<file path="config.mk">
export PLATFORM = sky130hd
export DESIGN_NAME = maheredia_req_conditioner
export DESIGN_NICKNAME = d
export VERILOG_FILES = /design/src/rtl/maheredia_req_conditioner.sv
export SDC_FILE = /design/constraint.sdc
export NUM_CORES = 1
export LEC_CHECK = 0
export ABC_AREA = 1
export CORE_AREA = 2 2 39 41
export DETAILED_ROUTE_END_ITERATION = 10
export DIE_AREA = 0 0 41 43
export PLACE_DENSITY = 0.75
export REMOVE_ABC_BUFFERS = 1
export SYNTH_ARGS = -nofsm -noshare
export SYNTH_HDL_FRONTEND = slang
export SYNTH_SLANG_ARGS = --single-unit
</file>
<file path="constraint.sdc">
create_clock -name clk -period 1.5 [get_ports clk]
set_input_delay 0.375 -clock clk [delete_from_list [all_inputs] [get_ports clk]]
set_output_delay 0.375 -clock clk [all_outputs]
set_load 0.02 [all_outputs]
</file>
<file path="src/rtl/maheredia_req_conditioner.sv">
`default_nettype none
// +--------------------------------------------------------------------------+
// | Module   : maheredia_req_conditioner                                     |
// | Purpose  : Two-channel button conditioner: 2-FF sync, counter debounce,  |
// |            rising-edge pulse per channel, plus same-cycle tie flag.      |
// | Revision : 1.0 - initial release                                         |
// +--------------------------------------------------------------------------+
module maheredia_req_conditioner #(
    parameter int unsigned DEBOUNCE_CYCLES = 8
) (
    input  logic clk,
    input  logic rst_in,
    input  logic req1_raw_in,
    input  logic req2_raw_in,
    output logic req1_out,
    output logic req2_out,
    output logic req1_pulse_out,
    output logic req2_pulse_out,
    output logic tie_out
);

    localparam int unsigned CNT_W = $clog2(DEBOUNCE_CYCLES);
    localparam logic [CNT_W-1:0] c_cnt_max = CNT_W'(DEBOUNCE_CYCLES - 1);

    logic [1:0] w_raw;
    logic       r_tie;

    assign w_raw = {req2_raw_in, req1_raw_in};

    for (genvar g = 0; g < 2; g++) begin : g_chan
        logic             r_sync1;
        logic             r_sync2;
        logic             r_stable;
        logic             r_pulse;
        logic [CNT_W-1:0] r_cnt;
        logic             w_accept;
        logic             w_rise;

        // A change is accepted on the edge where the Nth consecutive differing sample arrives
        assign w_accept = (r_sync2 != r_stable) && (r_cnt == c_cnt_max);
        assign w_rise   = w_accept && r_sync2;

        always_ff @(posedge clk) begin
            if (rst_in) begin
                r_sync1  <= 1'b0;
                r_sync2  <= 1'b0;
                r_stable <= 1'b0;
                r_pulse  <= 1'b0;
                r_cnt    <= '0;
            end else begin
                r_sync1 <= w_raw[g];
                r_sync2 <= r_sync1;
                r_pulse <= w_rise;
                if (r_sync2 == r_stable) begin
                    r_cnt <= '0;
                end else if (w_accept) begin
                    r_stable <= r_sync2;
                    r_cnt    <= '0;
                end else begin
                    r_cnt <= r_cnt + 1'b1;
                end
            end
        end
    end

    always_ff @(posedge clk) begin
        if (rst_in) begin
            r_tie <= 1'b0;
        end else begin
            r_tie <= g_chan[0].w_rise && g_chan[1].w_rise;
        end
    end

    assign req1_out       = g_chan[0].r_stable;
    assign req2_out       = g_chan[1].r_stable;
    assign req1_pulse_out = g_chan[0].r_pulse;
    assign req2_pulse_out = g_chan[1].r_pulse;
    assign tie_out        = r_tie;

endmodule
`default_nettype wire
</file>
# == Word level (Yosys, flattened, before mapping) ==
# Cells that the tools add are included.
# word_totals
register_bits,15
latchBits,0
ramBits,0
rom_bits,0
in_bits,4
memories,0
# classes
n_addsub,2
n_mul,0
div_mod_pow,0
order_cmp,0
eq_ne,6
shifts,0
mux,0
bitwise_logic,2
n_reduce_logical,9
# ops
cell,count
$add A3 B1 Y3 const B,2
$eq A3 B3 Y1 const B,2
$reduce_or A3 Y1,2
$logic_and A1 B1 Y1,5
$reduce_and A2 Y1,2
$eq A1 B1 Y1,2
$ne A1 B1 Y1,2
$not A1 Y1,2

# == Depth between registers and ports, before layout ==
# Gate-level depths: netlist of run 1.
# depth
ltp_word,4
mapped_depth,5
depth_no_buf,5

# == Worst setup path after synthesis of run 1 ==
# Ideal clock, no wire load.
# synth_path
path_kind,reg2reg
from,register g_chan[0].r_cnt[0]
to,register g_chan[0].r_cnt[0]
setup_ns,0.063
t_arrival_ns,0.965
required_ns,1.437
slack_ns,0.471
stages_incl_launch_ff,6
n_path_buf,0
path_cell_list,dfxtp_1 -> ha_1 -> ha_1 -> inv_1 -> nand4_4 -> nor2_2
# synth_via
elab_chain_len,3
# synth_rtl
element,line,text
from (decl),35,logic [CNT_W-1:0] r_cnt;
from (signal assigned),60,r_cnt <= r_cnt + 1'b1;
$eq A3 B3 Y1,40,assign w_accept = (r_sync2 != r_stable) && (r_cnt == c_cnt_max);
$logic_and A1 B1 Y1,40,
$reduce_or A3 Y1 (no line),n/a,
# Parallel ways exist; a longest one is shown, timed or not.
# A chain may end at the register's enable or synchronous reset.

# == Worst setup path in the final report of run 1 ==
# layout_path
from,"register g_chan[1].r_stable, in the netlist req2_out"
to,output port req2_out
# layout_rtl
element,line,text
from (decl),33,logic r_stable;
from (signal assigned),57,r_stable <= r_sync2;
to (decl),16,"output logic req2_out,"
# No word-level cell between the ends.

==> impl_results.md, run 1 <==
- Status: completed
- Routed len/inst: 8.404 um
- Critical Path AT: 1.01 ns
- Clock root cell: clkbuf_4
- Die Y-Extent: 43 um
- Post-synth top cells: 15 x dfxtp_1, 14 x inv_1, 9 x nor2_1
- Period utilization: 92.45%
- Rows: 14
- Synth Warn #: 0
- Setup violators final: 0
- Dominant cells by area after synthesis: dfxtp_1 54%, inv_1 9.4%, ha_1 9.0%
- Vias: 388
- Final core area utilization: 48.82%
- Die Wd: 41 um
- Post-Route WL: 748 um
- Synth async-reset ratio: 0%
- Global-route usage over all layers: 11.71%
- Average size of a mapped cell: 9.148 um2
- Setup WS pre-CTS: 0.1345 ns
- Layout Cells excl Fill: 89
- Layout cells sized above 1: 15.07%
- First-pass GRT wire length: 1.331 mm
- Initial antenna violation count: 0
- Worst path required time: 1.12 ns
- Total grt overflow: 0
- Maximum Capacitance Violations: 0
- Maximum vdd drop: 0.3551 mV
- Post-layout minimum cycle time: 1.387 ns
- Synthesized cell area: 558.0 um2
- Placed cell area: 654.4 um2
- Slowest-stage cell, CP: dfxtp_1
- Slew HR: 83.14%
- Starting density of the core: 40.33%
- ANT cells: 0
- Post-route cell area: 675.6 um2
- Delay-heaviest family, CP: flip-flops
- WP buf/inv: 1
- Hold_ws: 0.4079 ns
- Crit start category: flop
- Final worst-path setup slack: 0.1133 ns
- Sink Count: 15
- Slowest stage delay, CP: 0.38 ns
- Register clock-pin slew on the reported worst setup and hold paths: 0.09 ns
- Fmax: 721.1 MHz
- Ports: 9
- CTS max path bufs: 2
- Max Slew Vio Count: 0
- Drt via density: 4.360
- Vias in the first global route: 351
- Die footprint: 1763 um2
- Synth Flop Type: dfxtp_1
- Tightest Pin Transition: 0.2521 ns
- Core area: 1384 um2
- Post-synthesis instance total: 61
- Count leader, synth: dfxtp_1
- Leakage dissipation: 0.3137 nW
- Post-synth EDFFs: 0
- CTS tree: built
- Cell Chain, Critical Path: dlygate4sd2_1
- CTS Buf Count: 3
- NumNets Final: 82
- RSZ-0062 raised after global routing: false
- Placed cells: 85
- CP Class: reg2out
- Crit. End Element: output pin
- Fin. Hold Viols: 0
- Power Density: 973.4 nW/um2
- Sequential fraction of the synthesis area: 53.81%
- Fill cell count: 135
- Placer Congestion: 0.6129
- Residual DRC: 0
- Sum Neg Setup Slack: 0 ns
- Starting DRT DRC Count: 2
- Clock latency on the worst-skew pair: 0.28 ns
- Netlist cell types: 14
- Total power: 657.7 uW
- Yosys reg bits: 15
- Clock skew: 0.003127 ns
- H-tree depth: 1
- Drt first pass iters: 3
- PortBufs: 8
- Share of the synthesized area in the top cell type: 53.81%
- # Post-CTS Setup Buffers: 0
- Area Growth Syn to Fin: 21.08%
- Post-DRT Antenna Nets: 0
- Max FO, Critical Path: 4
- Hold WC Path Type: reg2reg
- Post-synth top area cell: dfxtp_1
- DP HPWL: 634.9 um
- Pin count of the biggest net entering global routing: 10
metal layers:
layer,share of wire [%],vias to the layer above,global-route usage [%]
li1,-,207,-
met1,43,166,12.09
met2,48,11,17.19
met3,5.2,4,4.712
met4,3.6,0,10.00
met5,0,-,0
timing repair:
| action | in CTS | in global routing |
|---|---|---|
| gates resized for setup | 5 | 0 |
| hold buffers | 0 | 0 |
| endpoints found under the setup margin | 5 | 0 |
path summary, 6_finish.rpt:
kind	start	cells past startpoint	slack (ns)	end
hold / removal	g_chan[1].r_sync1	2	0.41	g_chan[1].r_sync2
setup / recovery	req2_out	1	0.11	req2_out
setup reg to reg	g_chan[0].r_cnt[0]	5	0.38	g_chan[0].r_cnt[1]
hold reg to reg	g_chan[1].r_sync1	2	0.41	g_chan[1].r_sync2
power breakdown:
part	switching, mW	internal, mW	leakage, nW
Clock	0.123	0.0990	0.0177
Combinational	0.0138	0.0140	0.174
Sequential	0.00344	0.405	0.122
Total	0.140	0.517	0.314
logic make-up after synthesis:
kind of cell | after synthesis | synth area share (%)
buffers and inverters | 16 | 12.56
adders and majority gates | 4 | 8.969
DFF | 15 | 53.81
AOI/OAI and AO/OA | 4 | 3.588
and+or+nand+nor | 22 | 21.08
cell type report:
class                      count  area (um2)  share of cell area [%]
sequential                    15       300.3                   44.44
multi-input combinational     30       187.7                   27.78
timing repair buffer           9       81.33                   12.04
inverter                      15       58.81                   8.704
clock buffer                   3       22.52                   3.333
tap                           16       20.02                   2.963
clock inverter                 1       5.005                  0.7407
registers in the layout (all words and copies together), names as in the netlist:
name / count
req2_pulse_out: 1
g_chan.r_sync2: 2
g_chan.r_sync1: 2
req1_pulse_out: 1
req2_out: 1
g_chan.r_cnt: 6
tie_out: 1
req1_out: 1
layout by cell type, fill, tap and decap left out:
| cell type | synthesis | routed |
|---|---|---|
| nor3_1 | 1 | 1 |
| clkinv_2 | 0 | 1 |
| nand3_1 | 2 | 2 |
| nand3_2 | 1 | 1 |
| clkdlybuf4s50_1 | 0 | 3 |
| ha_1 | 4 | 4 |
| a21oi_1 | 2 | 2 |
| nor2_1 | 9 | 9 |
| inv_4 | 1 | 1 |
| buf_4 | 0 | 1 |
| inv_1 | 14 | 14 |
| dlygate4sd2_1 | 0 | 5 |
| dfxtp_1 | 15 | 15 |
| o21ai_0 | 2 | 2 |
| clkbuf_4 | 0 | 3 |
| nor2_2 | 3 | 3 |
| nand2_1 | 5 | 5 |
| nand4_4 | 1 | 1 |
No activity file was read; power rests on OpenSTA's default activity.
==> run 2: changes to the inputs <==
Settings changed: CTS_CLUSTER_DIAMETER from default to 50, CTS_CLUSTER_SIZE from default to 30.
==> results of run 2 <==
Final layout, timing and power as in run 1 (identical DEF).
